[src/rtl/fetch_queue.sv]
// fetch_queue: instruction-fetch stage between the program counter and decode.
// Issues imem requests at the current PC, advances the counter on each accepted
// request, pairs in-order responses with their requesting PC in a small circular
// queue, and hands entries to decode over valid/ready. A flush discards all
// wrong-path entries and remembers how many in-flight responses must be dropped.
module fetch_queue #(
    parameter int ADDR_WIDTH  = 32,
    parameter int INSTR_WIDTH = 32,
    parameter int DEPTH       = 4
) (
    input  logic                   clk,
    input  logic                   reset,
    input  logic [ADDR_WIDTH-1:0]  pc,
    output logic                   pc_advance,
    input  logic                   flush,
    output logic                   imem_req_valid,
    input  logic                   imem_req_ready,
    output logic [ADDR_WIDTH-1:0]  imem_req_addr,
    input  logic                   imem_resp_valid,
    input  logic [INSTR_WIDTH-1:0] imem_resp_data,
    output logic                   id_valid,
    input  logic                   id_ready,
    output logic [INSTR_WIDTH-1:0] id_instr,
    output logic [ADDR_WIDTH-1:0]  id_pc
);

    localparam int PTR_W = $clog2(DEPTH);
    localparam int CNT_W = PTR_W + 1;

    typedef logic [PTR_W-1:0] ptr_t;
    typedef logic [CNT_W-1:0] cnt_t;

    // Entry payload; validity lives in the separate filled vector.
    logic [ADDR_WIDTH-1:0]  pc_q    [DEPTH];
    logic [INSTR_WIDTH-1:0] instr_q [DEPTH];
    logic [DEPTH-1:0]       filled;

    // head: next entry for decode; tail: next free entry;
    // fill_ptr: oldest entry still waiting for its response.
    ptr_t head;
    ptr_t tail;
    ptr_t fill_ptr;

    // count: allocated entries; pend_cnt: allocated but unfilled;
    // drop_cnt: wrong-path responses still to be discarded.
    cnt_t count;
    cnt_t pend_cnt;
    cnt_t drop_cnt;

    logic           fire;
    logic           pop;
    logic           resp_drop;
    logic           resp_fill;
    logic [CNT_W:0] occupancy;

    // Handshake decode: request gating, pop, and response steering.
    // NOTE: every signal here is assigned on every pass, so no latch can be inferred.
    always_comb begin
        occupancy      = {1'b0, count} + {1'b0, drop_cnt};
        imem_req_valid = reset & ~flush & (occupancy < (CNT_W+1)'(DEPTH));
        fire           = imem_req_valid & imem_req_ready;
        pc_advance     = fire;
        imem_req_addr  = pc;
        id_valid       = reset & filled[head] & ~flush;
        pop            = id_valid & id_ready;
        id_instr       = instr_q[head];
        id_pc          = pc_q[head];
        resp_drop      = imem_resp_valid & (drop_cnt != '0);
        resp_fill      = imem_resp_valid & (drop_cnt == '0) & (pend_cnt != '0);
    end

    // Queue bookkeeping: pointers, counts, filled bits and the drop counter.
    // NOTE: sequential state uses non-blocking assignments so every update sees pre-edge values.
    always_ff @(posedge clk or negedge reset) begin
        if (!reset) begin
            head     <= '0;
            tail     <= '0;
            fill_ptr <= '0;
            count    <= '0;
            pend_cnt <= '0;
            drop_cnt <= '0;
            filled   <= '0;
        end else if (flush) begin
            // Every unfilled entry still has a response coming; the one arriving now is
            // already being discarded, so it leaves the outstanding total.
            head     <= tail;
            fill_ptr <= tail;
            count    <= '0;
            pend_cnt <= '0;
            filled   <= '0;
            drop_cnt <= drop_cnt + pend_cnt - cnt_t'(imem_resp_valid);
        end else begin
            if (fire) begin
                tail <= tail + ptr_t'(1);
            end
            if (resp_fill) begin
                filled[fill_ptr] <= 1'b1;
                fill_ptr         <= fill_ptr + ptr_t'(1);
            end
            if (resp_drop) begin
                drop_cnt <= drop_cnt - cnt_t'(1);
            end
            if (pop) begin
                filled[head] <= 1'b0;
                head         <= head + ptr_t'(1);
            end
            count    <= count + cnt_t'(fire) - cnt_t'(pop);
            pend_cnt <= pend_cnt + cnt_t'(fire) - cnt_t'(resp_fill);
        end
    end

    // Payload capture: PC at allocation, instruction when its response lands.
    // NOTE: payload storage is deliberately not reset; the filled bits gate everything visible.
    always_ff @(posedge clk) begin
        if (fire) begin
            pc_q[tail] <= pc;
        end
        if (resp_fill && !flush) begin
            instr_q[fill_ptr] <= imem_resp_data;
        end
    end

endmodule

[config.mk]
export PLATFORM = sky130hd
export DESIGN_NAME = fetch_queue
export DESIGN_NICKNAME = d
export VERILOG_FILES = /design/src/rtl/fetch_queue.sv
export SDC_FILE = /design/constraint.sdc
export NUM_CORES = 1
export LEC_CHECK = 0
export CORE_MARGIN = 2
export CORE_UTILIZATION = 56
export CTS_BUF_LIST = sky130_fd_sc_hd__clkbuf_4
export CTS_CLUSTER_SIZE = 25
export DETAILED_ROUTE_END_ITERATION = 16
export PLACE_DENSITY = 0.8
export RECOVER_POWER = 25
export SKIP_LAST_GASP = 1
export SLEW_MARGIN = 20
export SYNTH_ARGS = -nofsm -noshare
export SYNTH_HDL_FRONTEND = slang
export SYNTH_SLANG_ARGS = --single-unit
[constraint.sdc]
create_clock -name clk -period 2.8 [get_ports clk]
set_input_delay 0.7 -clock clk [delete_from_list [all_inputs] [get_ports clk]]
set_output_delay 0.7 -clock clk [all_outputs]
set_load 0.01 [all_outputs]
Word level (Yosys, flattened, before mapping)
Memory sizes are Yosys's and may differ from the RTL's.
Index checks and enable logic that the tools add are counted.

storage, ports and cells
  bits in writable memories = 256
  input bits = 70
  memories = 2
  register bits = 19
  output and inout port bits = 99

operators by class
  $lt $le $gt $ge = 5
  mux-type cells = 22
  add/subtract/negate cells = 11
  reductions and logical operators = 11
  bitwise logic cells = 13

memory list
  name     words  width  read ports  clocked after memory_dff  wr ports  line  source
  instr_q  4      32     1           0                         1         35    logic [INSTR_WIDTH-1:0] instr_q [DEPTH];
  pc_q     4      32     1           0                         1         34    logic [ADDR_WIDTH-1:0] pc_q [DEPTH];

operator list
  kind                 count
  $mux 4               4
  $mux 3               4
  $and 1x1->1          9
  $sub 3x1->3          3
  $mux 2               4
  $mux 1               7
  $add 2x1->2 const B  3
  $add 3x1->3          2
  $lt 2x3->1 const B   2
  $reduce_bool 2->1    3
  $reduce_bool 3->1    2
  $add 3x3->4          1
  $and 4x4->4          1
  $demux 1 s2          2
  $ge 2x1->1 const B   2
  $lt 4x3->1 const B   1
  $not 4->4            1
  $or 4x4->4           1
  $add 3x3->3          1
  $logic_and 1x1->1    3
  $logic_not 3->1      1
  $sub 3x1->3 const B  1
  $bmux 1 s2           1
  $reduce_and 2->1     1
  other kinds (2)      2

Depth between registers and ports, before layout
Gate-level depths: netlist of the first run.

  depth in word-level cells = 10
  gate-level depth with buffers = 12
  depth with buffers taken out = 12

Worst setup path before layout of the first run
No wires, ideal clock.

  kind = in2reg
  from = in reset
  to = reg pend_cnt[2]
  data arrival time = 2.444 ns
  cell stages on the path = 10
  required time = 2.669 ns
  path slack = 0.225 ns
  path buffers = 1
  path through = nor2b_2 -> and3_1 -> clkbuf_1 -> and2_1 -> ha_1 -> inv_1 -> fa_1 -> xnor2_1 -> xnor2_1 -> nor2_1

between the ends
  word-level cells in the longest chain between the ends = 6

RTL lines
  element                   line  source
  start: declaration        12    input logic reset,
  $and 1x1->1 (2 in a row)  60    imem_req_valid = reset & ~flush & (occupancy < (CNT_W+1)'(DEPTH));
  net imem_req_valid        16    output logic imem_req_valid,
  $and 1x1->1               61    fire = imem_req_valid & imem_req_ready;
  net pc_advance            14    output logic pc_advance,
  $add 3x1->3               108   pend_cnt <= pend_cnt + cnt_t'(fire) - cnt_t'(resp_fill);
  $sub 3x1->3               108
  $mux 3                    83    end else if (flush) begin
  end signal: assignment    108
  end: declaration          47    cnt_t pend_cnt;

The timed path passes the listed nets, and every way through them passes these cells.
A chain may end at the register's enable or synchronous reset.

Final worst setup path of the first run
  from = reg head[0]
  to = out id_instr[25]

between the ends
  word-level cells in the longest chain between the ends = 1

RTL lines
  element                   line  source
  start: declaration        40    ptr_t head;
  start signal: assignment  86    head <= tail;
  start signal: assignment  105   head <= head + ptr_t'(1);
  $mem_v2 4x32              n/a
  end: declaration          23    output logic [INSTR_WIDTH-1:0] id_instr,

No other way between the ends.

==> results of run 1 <==
[repair_timing]
action	in CTS	in global routing
pin swaps	2	3
gates cloned	7	0
setup buffers	11	2
endpoints found under the setup margin	67	64
resized for setup	290	54
[cells by family (layout without fill, tap and decap cells)]
logic type / count (synthesis) / count (layout) / synth area share [%]
DFF: 275 / 275 / 75.17
buffers and inverters: 69 / 354 / 3.871
muxes: 67 / 67 / 13.56
and+or+nand+nor: 40 / 40 / 2.281
adders and majority gates: 26 / 26 / 3.203
AOI/OAI and AO/OA: 17 / 17 / 1.106
xor gates and xnor gates: 10 / 10 / 0.8066
other: 0 / 2 / 0
[state kept, by name, summed over array words and instances, names as in the netlist]
register	count
count	3
instr_q	128
drop_cnt	3
fill_ptr	2
filled	4
tail	2
pc_q	128
head	2
pend_cnt	3
[cell usage after synthesis]
cell type | n | area share [%]
sky130_fd_sc_hd__a21oi_1 | 3 | 0.14
sky130_fd_sc_hd__a2bb2oi_1 | 4 | 0.32
sky130_fd_sc_hd__a311o_1 | 1 | 0.092
sky130_fd_sc_hd__a311oi_2 | 1 | 0.14
sky130_fd_sc_hd__and2_1 | 5 | 0.29
sky130_fd_sc_hd__and3_1 | 5 | 0.29
sky130_fd_sc_hd__buf_2 | 12 | 0.55
sky130_fd_sc_hd__buf_4 | 33 | 2.3
sky130_fd_sc_hd__buf_6 | 3 | 0.31
sky130_fd_sc_hd__clkbuf_1 | 3 | 0.10
sky130_fd_sc_hd__dfrtp_1 | 19 | 4.4
sky130_fd_sc_hd__edfxtp_1 | 256 | 71
sky130_fd_sc_hd__fa_1 | 3 | 0.55
sky130_fd_sc_hd__ha_1 | 23 | 2.7
sky130_fd_sc_hd__inv_1 | 18 | 0.62
sky130_fd_sc_hd__mux2_2 | 1 | 0.10
sky130_fd_sc_hd__mux2i_1 | 2 | 0.18
sky130_fd_sc_hd__mux4_2 | 64 | 13
sky130_fd_sc_hd__nand2_1 | 4 | 0.14
sky130_fd_sc_hd__nand2_2 | 1 | 0.058
sky130_fd_sc_hd__nand2b_1 | 1 | 0.058
sky130_fd_sc_hd__nand3_1 | 2 | 0.092
sky130_fd_sc_hd__nand3b_1 | 1 | 0.069
sky130_fd_sc_hd__nand4_1 | 1 | 0.058
sky130_fd_sc_hd__nand4_2 | 1 | 0.12
sky130_fd_sc_hd__nor2_1 | 7 | 0.24
sky130_fd_sc_hd__nor2b_1 | 6 | 0.35
sky130_fd_sc_hd__nor2b_2 | 1 | 0.081
sky130_fd_sc_hd__nor3_1 | 2 | 0.092
sky130_fd_sc_hd__nor3b_2 | 1 | 0.12
sky130_fd_sc_hd__nor4b_2 | 1 | 0.14
sky130_fd_sc_hd__o211a_1 | 1 | 0.092
sky130_fd_sc_hd__o21ai_0 | 6 | 0.28
sky130_fd_sc_hd__o21ai_1 | 1 | 0.046
sky130_fd_sc_hd__or3_4 | 1 | 0.10
sky130_fd_sc_hd__xnor2_1 | 8 | 0.65
sky130_fd_sc_hd__xor2_1 | 2 | 0.16
[worst min path at each step]
stage | end | slack, ns | cells past startpoint
floorplan | count[0] | 0.40 | 0
global placement | drop_cnt[2] | 0.50 | 1
detailed placement | drop_cnt[2] | 0.51 | 1
CTS | filled[1] | 0.54 | 2
global route | drop_cnt[2] | 0.62 | 2
finish | drop_cnt[2] | 0.59 | 2
[power by group]
part           leakage (nW)  internal [mW]  total (mW)  switching, mW
registers              2.55           4.65        4.76          0.106
logic                  2.03           1.84        3.28           1.44
clock network         0.523           1.84        3.37           1.53
[worst register-to-register path: stages, from the launching register on]
cell and delay, ns:
sky130_fd_sc_hd__dfrtp_4 0.52, sky130_fd_sc_hd__buf_4 0.16, sky130_fd_sc_hd__buf_12 0.12, sky130_fd_sc_hd__buf_16 0.15
sky130_fd_sc_hd__or3_4 0.41, sky130_fd_sc_hd__nand2_2 0.08, sky130_fd_sc_hd__ha_1 0.22, sky130_fd_sc_hd__inv_1 0.06
sky130_fd_sc_hd__ha_1 0.13, sky130_fd_sc_hd__inv_1 0.05, sky130_fd_sc_hd__fa_1 0.38, sky130_fd_sc_hd__xnor2_1 0.16
sky130_fd_sc_hd__nor2_1 0.05
[routing by layer]
layer | vias to the layer above | track usage, %
met4 | 0 | 8.411
met3 | 34 | 5.701
met1 | 2916 | 30.95
met2 | 261 | 38.76
met5 | - | 0
li1 | 2522 | -
[area by class of cell]
cell class / count / area, um^2
clock buffer: 94 / 705.7
fill: 1090 / 4728
timing repair buffer: 217 / 2405
multi-input combinational: 160 / 2298
antenna: 2 / 5.005
sequential: 275 / 8170
tap: 260 / 325.3
inverter: 18 / 71.32
clock inverter: 25 / 183.9
[stage by stage]
stage	std cells	total power, mW	TNS (ns)	hold WS, ns
after CTS	1049	11.33	-3.056	0.5440
final	1051	11.41	-0.7132	0.5942
after detailed placement	912	7.705	-1.351	0.5129
after floorplan	504	6.372	0	0.4044
after global placement	912	7.608	-1.012	0.4964
after global routing	1051	11.93	-3.561	0.6161
==> out/results.txt, run 1 <==
TritonCTS built the clock tree. The tools report the sort of element at the end of the critical path as an output pin. The tools report the CTS root buffer as sky130_fd_sc_hd__clkbuf_4. The most common library cell in the layout ignoring fill and taps was sky130_fd_sc_hd__edfxtp_1. The number of nets handed over by synthesis was 600. Once detailed placement completed, the half-perimeter wirelength came to 13610 um. The total number of vias was 5733; the core occupancy in the finished layout was 74.97%. In this run the cell area measured after placement is 0.01295 mm^2. The flow ran to the end, but the final reports show violations. In this run the most critical hold path is launched from drop_cnt[2]. The met2 wire length was 11650 um; the average detailed-routed wire length per instance was 21.77 um.

The checks that failed: setup timing. The longest clock path from root to sink contains 3 buffers. The synthesized flop and latch total is 275.

Once the floorplan was initialized, standard cells occupied 57.48% of the core. Global routing used 23.48% of the available tracks. The first detailed-routing pass took 6 iterations.

The final number of hold-violating endpoints was 0. The timing-limited maximum frequency was 348.9 MHz. The final design instance area without fill is 0.01416 mm^2. The clock-pin slew of the registers on the worst-case setup and hold paths came out at 0.07 ns. In the final design database the tool counted 836 nets.

After detailed routing, the number of remaining DRC violations is 0. On the final layout, the worst clock skew is 0.03271 ns. The worst max-slew margin expressed relative to the limit is 29.53%, and the die width is 143.3 um. The tool flagged a number of max-cap violations equal to 0.

For the number of buffers inserted for hold repair after clock tree synthesis, the log shows 0. The worst setup path is of the register to output pin kind. For the number of CTS-inserted buffers, the log shows 68. At the pin with the least slew margin, the transition time is 1.057 ns. The tools report the critical register-to-register path startpoint as head[0]. Worst reg2reg path endpoint: count[2].

Once detail routing completed, the nets flagged for antenna violations numbered 0. Global-route wire length before repair: 35160 um. The mapped cell area came out at 0.01086 mm^2. Sequential cells were found to cover 75.17% of the synthesized design area.

Walking the worst path, the cells encountered are buf_4 > buf_12 > buf_16 > mux4_2 > buf_6. The biggest cell delay along the critical path is 0.52 ns, and the share of the clock period used by the worst path is 102.4%. The run gives 35 as the largest net degree at the start of global routing. The run gives 5.101 nW as the leakage power summed over all cells.

The critical path runs through a total of 5 cells. Prior to clock tree synthesis, the placed netlist has a worst setup slack of -0.2582 ns. The detailed router put a total of 9171 um of wire on met1. The logs give 0 for the final-report max-slew violation count and 2.10 ns for the worst endpoint required time. Grouping stages by cell kind, the critical path spends the most delay in buffers and inverters. After floorplanning, the core was divided into 50 placement rows.

Each instance of the synthesized netlist takes up on average 21.55 um^2. For the initial antenna violation count, the log shows 2. The tools report the worst setup path endpoint as id_instr[25].

The die covers 0.02052 mm^2. In this run the worst setup path begins at head[0]. Dividing total power by cell area gives a power density of 805.7 mW/mm^2. During placement, the flow inserted port buffers numbering 168. The highest signal layer in the routed design is met4.

The run gives -0.06598 ns as the final setup slack of the worst path. The largest fanout on the critical path is 11. The number of global-route vias before repair came out at 6388. The logs give 0.65 ns for the clock latency reported for the late side of the worst-skew pair and 22880 um for the final routed wirelength across all metal layers. The H-tree was split into 3 levels. The path depth of the worst reg2reg path is 12, and the fraction of final layout cells with drive strength greater than 1 is 38.66%.

After detailed routing, the number of vias per cell comes to 5.455. Setup repair after global routing could not meet its margin everywhere. Detailed routing placed a total of 1650 um of wire on met3.

The region available for standard cell placement spans 0.01889 mm^2. The number of setup violations in the final report is 17, and the number of top-level design ports is 169. For the total overflow reported by the global router, the log shows 0. The slowest stage of the critical path belongs to the cell sky130_fd_sc_hd__dfrtp_4. The time the worst path needs with I/O delays and setup was 2.866 ns. The element type at the critical path start was a register. The die height was 143.3 um; the number of synthesis warnings was 0. In the layout the commonest cells are sky130_fd_sc_hd__edfxtp_1, sky130_fd_sc_hd__clkbuf_4, sky130_fd_sc_hd__mux4_2. The number of buffers and inverters on the critical path is 4. The run gives 0.21 ns as the reg2reg setup slack.

Across the VDD grid, the largest voltage drop is 0.4914 mV. The congestion estimate from routability-driven global placement came to 0.8397. Synthesis handed over a netlist of 504 instances. The path class of the tightest hold or removal check is register to register. Synthesis instantiated 37 different standard cells from the library. Arrival time of data at the critical path endpoint: 2.17 ns. Compared with the post-synthesis result, the final layout area differs by 30.44%.

The tree built by TritonCTS fans out to 275 sinks. The detailed router's first-iteration violation count was 452.
Power figures use the tool's default switching activity.
==> run 2: changes to the inputs <==
PLACE_DENSITY = 0.83   (was 0.8)
REMOVE_ABC_BUFFERS = 1   (was unset)
SKIP_CTS_REPAIR_TIMING = 1   (was unset)
==> run 2 against run 1 <==
Against the previous run: combinational power shrank 12%; final area shrank 1.8%; sequential cell count unchanged; wire length fell by 6.1%; largest cell class unchanged; non-clock buffer count is 1 lower; the flow still finishes with violations (setup timing); clock skew shrank 0.0060 ns; critical path type unchanged.
==> out/results.txt, run 2 (synthesis gave the netlist of run 1 again) <==
The logs give 0 for the final number of hold-violating endpoints and 0.7983 for the routability congestion estimate. The library cell used most frequently in the layout, excluding fill and tap cells, is sky130_fd_sc_hd__edfxtp_1. The worst endpoint required time is 2.10 ns.

The largest individual stage delay along the critical path comes from the cell sky130_fd_sc_hd__dfrtp_4. The worst register-to-register path begins at head[0]. Following the worst setup path forward leads to its endpoint at id_pc[1]. The tools report the leakage power summed over all cells as 5.167 nW.

The tools report the worst reg2reg path endpoint as count[2]. The pre-antenna-repair detailed-routing pass consisted of 5 iterations. The maximum vdd drop is 0.3959 mV. Setup repair after global routing could not meet its margin everywhere. Summed over all layers, the global routing overflow is 0. The average detailed-routed wire length per instance was 20.50 um.

The largest registers in the layout are instr_q (128), pc_q (128), filled (4). Once the floorplan was initialized, standard cells occupied 57.48% of the core. Wires add up to 21480 um.

The post-route clock skew is 0.02674 ns, and the die footprint is 0.02052 mm^2. The count of cells in the finished layout, fillers not included, comes to 1048. The total area inside the core boundary comes to 0.01889 mm^2. Traced cell by cell, the critical path runs through buf_6 > buf_4 > buf_12 > mux4_2 > dlymetal6s2s_1. The remaining antenna violation count after routing was 0. The number of remaining DRC errors is 0. Max-cap violations in this run came to 0. The share of the clock period used by the worst path works out to 102.1%. For the cell count after placement, the log shows 911.

For the post-layout net count, the log shows 836. Setup total negative slack on the finished layout was measured at -0.5162 ns. Port buffering added 168 buffers. The run gives 0.63 ns as the clock latency reported for the late side of the worst-skew pair.

The CTS sink count was 275. The checks that failed: setup timing. The floorplan step set the die width to 143.3 um. The number of setup violations in the final report is 25. Power spread over the standard cell area amounts to 780.8 mW/mm^2.

The final-report max-slew violation count came out at 0. After clock tree synthesis, the clock-pin slew on the worst setup and hold paths is 0.06 ns. For the met3 track demand over resource in global routing, the log shows 5.298%.

In this run the worst setup path begins at head[0]. The die height works out to 143.3 um. The run gives 5643 as the total number of vias. The worst setup path category was register to output pin. The largest fanout on the critical path came out at 6. The flow ran to the end, but the final reports show violations.

Row generation in the floorplan step produced 50 rows. The fraction of final layout cells with drive strength greater than 1 is 35.46%, and the number of gates on the worst path with buffers counted is 5. For the overall global routing resource usage, the log shows 21.08%.

The worst pin sits at a relative slew slack of 33.12%. The min-delay analysis places its worst path in the category input port to asynchronous set/reset pin. 169 I/O pins were placed.

In this design, the largest share of critical-path delay is due to buffers and inverters. The total buffers and inverters traversed by the critical path came out at 4. Initial antenna violation count: 3.

The area growth from synthesis to layout is 28.12%, and the maximum buffer depth of the clock tree is 3. The time the worst path needs with I/O delays and setup is 2.859 ns. The tree is rooted in a sky130_fd_sc_hd__clkbuf_4. Global routing consumed, on the met2 layer, 37.37% of the routing resources. Arrival time of data at the critical path endpoint: 2.16 ns. Summed over all nets, the half-perimeter wirelength after detailed placement is 13140 um. The timing-limited maximum frequency is 349.7 MHz, and the biggest cell delay along the critical path is 0.50 ns. Largest net degree at the start of global routing: 35. Element type at the critical path start: a register.

At the placement stage, the worst setup path has a slack of -0.2323 ns. The number of CTS-inserted buffers came out at 69. For met1 alone, demand over resource in global routing was 24.25%.

The global-route wire length before repair was 32300 um. The library cells used most frequently in the layout, excluding fill and tap cells, are sky130_fd_sc_hd__edfxtp_1, sky130_fd_sc_hd__clkbuf_4, sky130_fd_sc_hd__clkdlybuf4s50_1. The run gives 6193 as the number of global-route vias before repair. The transition time at the pin with the least slew margin came out at 1.003 ns. The reg2reg setup slack came out at 0.24 ns. The run gives 347 as the detailed router's first-iteration violation count. The run gives 3 as the total number of H-tree levels.

TritonCTS built the clock tree. The run gives -0.05938 ns as the final setup slack of the worst path. The worst setup path is captured at an output pin. Vias per cell: 5.385. met2 is the most crowded layer. The path depth of the worst reg2reg path was 12.
==> run 2: changes by cell type in the layout (fill, tap and decap cells not counted), sizes merged <==
cell	change
buf	-65
inv	+1
clkdlybuf4s50	+4
clkinv	-5
bufinv	-1
dlygate4sd3	-4
dlymetal6s2s	+20
clkbuf	+45
diode	+2
==> run 2: worst min path at each step <==
stage / end / slack (ns) / depth (start not counted)
after floorplan: count[0] / 0.40 / 0
after global placement: drop_cnt[2] / 0.49 / 1
after detailed placement: drop_cnt[2] / 0.53 / 1
after CTS: tail[0] / 0.36 / 2
after global routing: tail[0] / 0.47 / 2
final: tail[0] / 0.48 / 2
==> run 2: metrics by stage <==
| stage | power [mW] | util, % | area (um^2) | hold WS (ns) |
|---|---|---|---|---|
| final | 10.86 | 73.64 | 13910 | 0.4825 |
| after global routing | 11.41 | 73.63 | 13910 | 0.4699 |
| after CTS | 10.94 | 72.98 | 13790 | 0.3601 |
| after detailed placement | 7.705 | 68.47 | 12940 | 0.5334 |
| after global placement | 7.602 | 68.47 | 12940 | 0.4921 |
| after floorplan | 6.306 | - | 10510 | 0.4044 |
==> run 2: worst reg2reg max path: stages (launching register included) <==
cell and delay, ns:
sky130_fd_sc_hd__dfrtp_4 0.50, sky130_fd_sc_hd__buf_4 0.15, sky130_fd_sc_hd__buf_6 0.12, sky130_fd_sc_hd__buf_4 0.13, sky130_fd_sc_hd__or3_4 0.38, sky130_fd_sc_hd__nand2_2 0.09
sky130_fd_sc_hd__ha_1 0.23, sky130_fd_sc_hd__inv_1 0.07, sky130_fd_sc_hd__ha_1 0.14, sky130_fd_sc_hd__inv_1 0.05, sky130_fd_sc_hd__fa_1 0.37, sky130_fd_sc_hd__xnor2_1 0.16
sky130_fd_sc_hd__nor2_1 0.05
==> run 2: power by group <==
group / internal (mW) / total, mW / leakage [nW] / switching (mW)
sequential: 4.65 / 4.76 / 2.55 / 0.105
combinational: 1.57 / 2.89 / 2.12 / 1.32
clock: 1.75 / 3.21 / 0.506 / 1.46
==> run 2: metal layers <==
metal,routed length (um),vias to the layer above
li1,-,2516
met1,8210,2897
met2,11600,189
met3,1073,41
met4,601,0
met5,0,-
==> run 2: area by class of cell <==
cell class / count / area (um^2)
fill: 1135 / 4980
timing repair buffer: 216 / 2201
antenna: 4 / 10.01
clock inverter: 20 / 138.9
tap: 260 / 325.3
sequential: 275 / 8168
multi-input combinational: 160 / 2290
inverter: 18 / 67.56
clock buffer: 95 / 713.2
==> run 3: changes to the inputs <==
CORE_UTILIZATION = 35   (was 56)
PLACE_DENSITY = unset   (was 0.83)
==> run 3 against run 2 <==
Against the previous run: the run still ends with setup timing left; hold slack improved by 0.062 ns; sequential share of layout area decreased by 0.71 points; combinational power increased by 2%; clock power increased by 5%; maximum frequency increased by 1.1%; final area increased by 1.3%; sequential power about the same; non-clock buffer count decreased by 6; clock skew increased by 0.015 ns; first-iteration DRC count decreased by 29%; setup slack improved by 0.030 ns; largest cell class unchanged.
==> out/results.txt, run 3 (synthesis gave the netlist of run 1 again) <==
In this run the tightest slew margin relative to its limit is 53.03%. In this run the clock root is driven by a sky130_fd_sc_hd__clkbuf_4. For this block, the via count after detailed routing is 5556. The power density normalized to cell area works out to 785.4 mW/mm^2. The first global-routing pass estimated 33270 um of wire. For the final routed wirelength across all metal layers, the log shows 22790 um.

Clock-pin slew was measured on the worst setup and hold paths at 0.07 ns. The overall global routing resource usage is 13.28%, and the initial standard-cell utilization of the core is 35.50%. The overall power of the completed layout came out at 11.06 mW. The tools report the HPWL after detailed placement as 13300 um. The run gives 353.4 MHz as the timing-limited maximum frequency. The logs give 246 for the detailed router's first-iteration violation count and 1 for the initial antenna violation count. The vias per cell was 4.677.

The flow ran to the end, but the final reports show violations. The library cell used most frequently in the layout, excluding fill and tap cells, is sky130_fd_sc_hd__edfxtp_1. Final hold slack: 0.5445 ns.

From synthesis to final layout, the design area changed by 29.74%. For the number of non-filler instances in the completed layout, the log shows 1188. The leakage power summed over all cells is 5.140 nW, and the fraction of final layout cells with drive strength greater than 1 is 35.90%. After detailed placement, the total cell area comes to 0.01305 mm^2. In this run, CTS created clock tree buffers numbering 71.

Dividing the detail-routed wire length by the instance count gives 19.19 um. The transition time at the pin with the least slew margin was 0.7045 ns; the final number of hold-violating endpoints was 0. TritonCTS built the clock tree. The post-layout net count was 832. The logs give 0.65 ns for the clock latency reported for the late side of the worst-skew pair and 0 for the final-report max-slew violation count.

Worst setup path category: register to output pin. Of the available clock period, the critical path in the final layout requires 101.1%. The element type at the critical path start was a register.

The number of rows created at floorplan is 64, and the largest net degree at the start of global routing is 37. In this run the worst path has a maximum fanout of 8. The die height came out at 180.1 um. Across the run, the number of max-cap violations was 0. Setup repair after global routing could not meet its margin everywhere. Counting along the longest clock path gives a buffer depth of 3. 169 I/O pins were placed. The tools report the worst reg2reg path endpoint as count[2].

For this design, the sink count on the clock tree is 275. The run gives 1043 as the cell count after placement. The reg2reg setup slack was 0.10 ns; the count of filler cells inserted in the layout was 2658. The maximum vdd drop came out at 0.2875 mV. The arrival time of data at the critical path endpoint was 2.13 ns; the total overflow reported by the global router was 0. In this run the remaining antenna-violating nets after routing total 0.

Summing all flip-flop and latch instances after layout gives 0.008170 mm^2. The sort of element at the end of the critical path was an output pin. The path depth of the worst reg2reg path works out to 13. For the core area, the log shows 0.03059 mm^2. Time the worst path needs with I/O delays and setup: 2.829 ns. The first detailed-routing pass took 5 iterations. In the final layout, the registers with the most flip-flops are instr_q (128), pc_q (128), filled (4).

The post-route clock skew came out at 0.04171 ns. Summing all multi-input logic gate instances after layout gives 0.002293 mm^2. The total number of H-tree levels was 3; the number of global-route vias before repair was 6120.

Routability congestion estimate: 0.7958. The tools report the final setup slack of the worst path as -0.02946 ns. For the worst setup path, the data required time is 2.10 ns. The die is 180.1 um wide. Leaving out fill and tap cells, the most frequent cells in the layout are sky130_fd_sc_hd__edfxtp_1, sky130_fd_sc_hd__clkbuf_4, sky130_fd_sc_hd__clkdlybuf4s50_1. Number of port buffers: 168. The final reports fail on setup timing. Setup violations remaining at the end of the flow were counted as 10.

For this run, design rule violations remaining after detail routing come to 0. The tightest min-delay check is of the input port to asynchronous set/reset pin type. The tools report the die footprint as 0.03245 mm^2. Once layout is done, the placed cells without fillers occupy 0.01409 mm^2.

The worst register-to-register path begins at head[0].
## run 3: cell count changes in the layout (fill, tap and decap cells not counted), moves of 4 or more
cell	previous run	this run
sky130_fd_sc_hd__clkinv_1	10	19
sky130_fd_sc_hd__clkbuf_4	95	103
sky130_fd_sc_hd__buf_6	13	7
sky130_fd_sc_hd__and3_1	5	1
sky130_fd_sc_hd__and3_2	0	4
## run 3: cell type report
class | count | share of cell area [%]
inverters | 18 | 0.4796
repair buffers | 210 | 15.32
clock buffers | 103 | 5.488
multi-input cells | 160 | 16.28
flip-flops and latches | 275 | 57.99
clock inverters | 25 | 0.9059
well taps | 396 | 3.517
diodes | 1 | 0.01776
## run 3: through the flow
stage                     setup slack, ns  TNS, ns  utilization [%]
after floorplan                    -1.592   -90.18                -
after global placement            -0.1781  -0.6586            42.65
after detailed placement          -0.2035  -0.9140            42.65
after CTS                         -0.4919   -28.95            45.59
after global routing              -0.1632   -6.029            46.06
final                            -0.02946  -0.1561            46.06
## run 3: critical path, cell delays in order, from the launching register on
cell                             delay, ns
sky130_fd_sc_hd__dfrtp_4              0.44
sky130_fd_sc_hd__buf_6                0.16
sky130_fd_sc_hd__clkbuf_16            0.19
sky130_fd_sc_hd__mux4_2               0.51
sky130_fd_sc_hd__dlymetal6s2s_1       0.19
## run 3: how the worst max path moves through the flow
| stage | cells past startpoint | start | end | slack [ns] |
|---|---|---|---|---|
| global placement | 11 | flush | count[2] | -0.18 |
| floorplan | 9 | head[0] | count[2] | -1.59 |
| CTS | 3 | head[0] | id_pc[20] | -0.49 |
| detailed placement | 11 | flush | count[2] | -0.20 |
| global route | 4 | head[0] | id_instr[23] | -0.16 |
| finish | 4 | head[0] | id_instr[23] | -0.03 |
## run 3: power breakdown
part	switching (mW)	internal (mW)
registers	0.105	4.65
logic	1.36	1.58
clock network	1.58	1.79
total	3.04	8.03
## run 3: metal layers
metal / GRT usage [%] / part of all wire [%] / wire [um] / up-vias
met1: 15.19 / 40 / 9200 / 2868
met4: 5.226 / 1.7 / 396 / 0
li1: - / - / - / 2506
met5: 0 / 0 / 0 / -
met2: 23.66 / 53 / 12190 / 144
met3: 3.618 / 4.4 / 1012 / 38
==> RTL edit 1, RTL diff (config.mk and constraints of run 1) <==
Set the parameter `DEPTH` to 8 (it was 4).
--- a/src/rtl/fetch_queue.sv
+++ b/src/rtl/fetch_queue.sv
@@ -6,7 +6,7 @@
 module fetch_queue #(
     parameter int ADDR_WIDTH  = 32,
     parameter int INSTR_WIDTH = 32,
-    parameter int DEPTH       = 4
+    parameter int DEPTH       = 8
 ) (
     input  logic                   clk,
     input  logic                   reset,
Check against the original RTL: not equivalent (Yosys sat finds a counterexample within 10 cycles, from zero or initial values and one cycle with reset low).
==> RTL edit 1 against run 1 <==
- the flow still finishes with violations (setup timing)
- highest routed layer is now met5
- design area up 110%
- largest power group unchanged
- count of clock-buffer cells in the layout rose by 89
- first-iteration DRC count rose to 5.4 times the old value
- sequential cell count increased by 266
- power increased by 110%
- wire length grew to 3.3 times the old value
- largest cell class unchanged
- worst setup slack worse by 0.66 ns
- synthesized area up 98%
==> RTL edit 1: results (changes against run 1) <==
Run status
  • Status: finished, violations left (unchanged)
  • Failing checks: setup timing (unchanged)

Worst setup path
  • Critical R2R Capture: count[1] (was count[2])
  • Reg-to-Reg Start: head[2] (was head[0])
  • CP max FO: 8 (was 11)
  • R2r setup slk: -0.16 ns (was 0.21 ns)
  • Critical Path Source: head[1] (was head[0])
  • Crit path largest cell delay: 0.60 ns (was 0.52 ns)

Timing
  • Final worst setup slack: -0.729 ns (was -0.0660 ns)
  • Setup TNS: -40.02 ns (was -0.713 ns)
  • Final setup fails: 70 (was 17)
  • Post-Route Hold Slack: 0.375 ns (was 0.594 ns)

Clock tree
  • # H-tree levels: 4 (was 3)
  • CTS Buf Count: 136 (was 68)
  • Latest clock arrival within the worst-skew pair: 0.89 ns (was 0.65 ns)
  • Clk pin slew, worst setup/hold paths: 0.11 ns (was 0.07 ns)

Yosys
  • Most area-consuming cells after synthesis: edfxtp_1, dfrtp_1, a221oi_1 (was edfxtp_1, mux4_2, dfrtp_1)
  • Synth Area in Compound Gates: 0.0948 (was 0.0111)
  • Post-Syn Instances: 1246 (was 504)
  • Synth Area in XOR/XNOR: 0.00530 (was 0.00807)
  • Adder-Cell Fraction of Synth Area: 0.0162 (was 0.0320)
  • Synthesized Nets: 1342 (was 600)
  • Post-synthesis mux area share: 0.0649 (was 0.136)
  • Synth async-reset ratio: 0.0536 (was 0.0691)
  • Post-synth cell types: 66 (was 37)
  • Main combinational cell family by area after synthesis: compound AO/OA/AOI/OAI gates (was multiplexers)
  • Post-synth top cells: edfxtp_1, a221oi_1, a22oi_1 (was edfxtp_1, mux4_2, buf_4)

Power and ir drop
  • Logic power comb: 8050 uW (was 3280 uW)
  • Sw frac: 0.338 (was 0.270)
  • Peak supply drop: 0.485 mV (was 0.491 mV)
  • Power Total: 24500 uW (was 11400 uW)
  • Clock-net power: 7070 uW (was 3370 uW)

GRT
  • Total track usage: 0.345 (was 0.235)
  • Largest net degree at the start of global routing: 34 (was 35)
  • First-pass GRT wire length: 98300 um (was 35200 um)
  • Initial antenna violation count: 8 (was 2)
  • Vias in the first global route: 15700 (was 6388)

Final layout
  • Layout Nets: 1824 (was 836)
  • Top Registers: instr_q (256), pc_q (256), filled (8) (was instr_q (128), pc_q (128), filled (4))
  • Layout cells sized above 1: 0.441 (was 0.387)
  • Design area: 29300 um2 (was 14200 um2)

Detailed routing
  • DRT iter0 DRCs: 2435 (was 452)
  • DR vias/cell: 6.76 (was 5.45)
  • Routed WL: 76500 um (was 22900 um)

Placement
  • Post-DP HPWL: 33500 um (was 13600 um)
  • Setup WS pre-CTS: -0.0893 ns (was -0.258 ns)
  • Post-DP Area: 25300 um2 (was 13000 um2)

Worst hold path
  • Hold Crit Class: in2async (was reg2reg)
RTL edit 1: layout make-up:
cell class | count | area [um2] | area share
antenna | 8 | 20.0 | 0.000683
clock buffer | 183 | 1370 | 0.0469
clock inverter | 42 | 284 | 0.00969
inverter | 27 | 109 | 0.00371
multi-input combinational | 573 | 6040 | 0.206
sequential | 541 | 16100 | 0.550
tap | 511 | 639 | 0.0218
timing repair buffer | 449 | 4730 | 0.161
RTL edit 1: layer usage:
layer  track usage  share of wire  wire (um)
met1         0.421           0.32      24500
met2         0.547           0.47      36100
met3        0.0917           0.13      10100
met4         0.228          0.075       5750
met5       0.00370        0.00020         15
RTL edit 1: timing repair:
item / in CTS / in global routing
endpoints found under the setup margin: 67 / 70
setup buffers: 66 / 40
gates resized for setup: 481 / 158
gates cloned: 13 / 2
pin swaps: 83 / 79
RTL edit 1: how the worst min path moves through the flow:
stage,endpoint
after CTS,count[2]
final,fill_ptr[1]
after global routing,fill_ptr[1]
after floorplan,count[0]
after detailed placement,tail[0]
after global placement,filled[4]
==> RTL edit 2, RTL diff (settings of run 1) <==
Made on the original files. Make the reset (`reset`) synchronous in one clocked block.
--- a/src/rtl/fetch_queue.sv
+++ b/src/rtl/fetch_queue.sv
@@ -71,7 +71,7 @@
 
     // Queue bookkeeping: pointers, counts, filled bits and the drop counter.
     // NOTE: sequential state uses non-blocking assignments so every update sees pre-edge values.
-    always_ff @(posedge clk or negedge reset) begin
+    always_ff @(posedge clk) begin
         if (!reset) begin
             head     <= '0;
             tail     <= '0;
Check against the original RTL: differs if reset is asserted again (counterexample within 4 cycles, from zero or initial values and one cycle with reset low); with reset held inactive, the same outputs for 4 cycles.
==> RTL edit 2 against run 1 <==
- the run still ends with setup timing left
- sequential cell count grew 2
- worst setup slack gained 0.051 ns
- hold slack lost 0.059 ns
- wire length shrank 7.3%
- design area shrank 1.3%
- non-clock buffer count grew 1
- synthesized cell count grew 2.6%
- synthesized area is essentially flat
- critical path type unchanged
- largest cell class unchanged
Power is not compared: it rests on default switching activity, and its combinational part moved more than twofold at a synthesized area within 25%.
==> RTL edit 2: results (changes against run 1) <==
GRT
  • Total track usage: 0.211 (was 0.235)
  • Initial antenna violation count: 1 (was 2)
  • GR met1 Demand/Resource: 0.276 (was 0.309)
  • Grt met3 use: 0.0547 (was 0.0570)
  • Largest net degree at the start of global routing: 33 (was 35)
  • Vias in the first global route: 6076 (was 6388)

Worst setup path
  • R2R depth: 10 (was 12)
  • Slowest-stage cell, CP: mux4_2 (was dfrtp_4)
  • Worst Path Arrival: 2.11 ns (was 2.17 ns)
  • Reg-to-Reg Start: count[1] (was head[0])
  • R2r setup slk: 0.29 ns (was 0.21 ns)
  • Critical R2R Capture: pend_cnt[2] (was count[2])

Yosys
  • Synthesized Nets: 613 (was 600)
  • Synth Area in XOR/XNOR: 0.00564 (was 0.00807)
  • Yosys warns: 0 (unchanged)
  • Synth Area in Compound Gates: 0.0187 (was 0.0111)
  • Synth async-reset ratio: 0 (was 0.0691)
  • Post-synthesis mux area share: 0.135 (was 0.136)
  • Most area-consuming cells after synthesis: edfxtp_1, mux4_2, dfxtp_1 (was edfxtp_1, mux4_2, dfrtp_1)
  • Syn Area/Cell: 21.0 um2 (was 21.5 um2)
  • Adder-Cell Fraction of Synth Area: 0.0320 (about the same)
  • Post-synth cell types: 40 (was 37)
  • Post-synthesis sequential area ratio: 0.746 (was 0.752)
  • Post-synth top cells: edfxtp_1, mux4_2, buf_4 (unchanged)

Detailed routing
  • WL met2: 10800 um (was 11600 um)
  • DR vias/cell: 5.41 (was 5.45)
  • Met3 WL post-DR: 1440 um (was 1650 um)
  • M1 wire length: 8500 um (was 9170 um)
  • Post-DR wirelength/cell: 20.0 um (was 21.8 um)
  • Drt first pass iters: 5 (was 6)
  • Routed vias: 5745 (was 5733)
  • DRT iter0 DRCs: 337 (was 452)

Final layout
  • Multi-input logic area: 2360 um2 (was 2300 um2)
  • FILL cells: 1135 (was 1090)
  • Layout cells sized above 1: 0.380 (was 0.387)
  • Layout Nets: 849 (was 836)

Worst hold path
  • Min-Delay Endpoint: tail[0] (was drop_cnt[2])
  • Hold_sp: tail[0] (was drop_cnt[2])

Timing
  • Clock skew: 0.0222 ns (was 0.0327 ns)
  • Setup TNS: -0.0191 ns (was -0.713 ns)
  • Final setup fails: 3 (was 17)
  • Post-Route Hold Slack: 0.535 ns (was 0.594 ns)
  • Final worst setup slack: -0.0149 ns (was -0.0660 ns)

Placement
  • Post-DP Area: 12900 um2 (was 13000 um2)
  • Post-DP HPWL: 12900 um (was 13600 um)
  • Gpl congestion: 0.760 (was 0.840)
  • Dpl cells: 919 (was 912)

Power and ir drop
  • Sequential share of power: 0.536
  • Power Total: ~8600 uW

Clock tree
  • CTS resizes: 191 (was 290)
  • Setup Fix Bufs, Post-CTS: 13 (was 11)

Run status
  • Status: finished, violations left (unchanged)
  • Failing checks: setup timing (unchanged)
[RTL edit 2: cell types whose count changed in the layout (fill, tap and decap cells not counted), moves of 7 or more]
cell / delta
buf_6: -31
clkbuf_2: +26
dfxtp_1: +18
dfrtp_1: -17
clkbuf_4: +11
and3_1: +8
clkinv_1: -7
[RTL edit 2: logic make-up after synthesis]
logic type / count (synthesis)
flops: 277
buf+inv: 71
mux: 67
simple gates: 41
compound gates: 28
fa+ha+maj: 26
xor+xnor: 7
[RTL edit 2: area by class of cell]
cell class	instances	area share
diodes	1	0.000179
clock buffers	105	0.0564
clock inverters	13	0.00385
inverters	19	0.00510
multi-input cells	169	0.169
flip-flops and latches	277	0.581
well taps	260	0.0233
repair buffers	218	0.162
[RTL edit 2: worst max-delay path, delay by kind of cell, from the launching register on]
kind,cells,cell delay [ns]
buffers and inverters,5,0.59
muxes,1,0.51
DFF,1,0.38
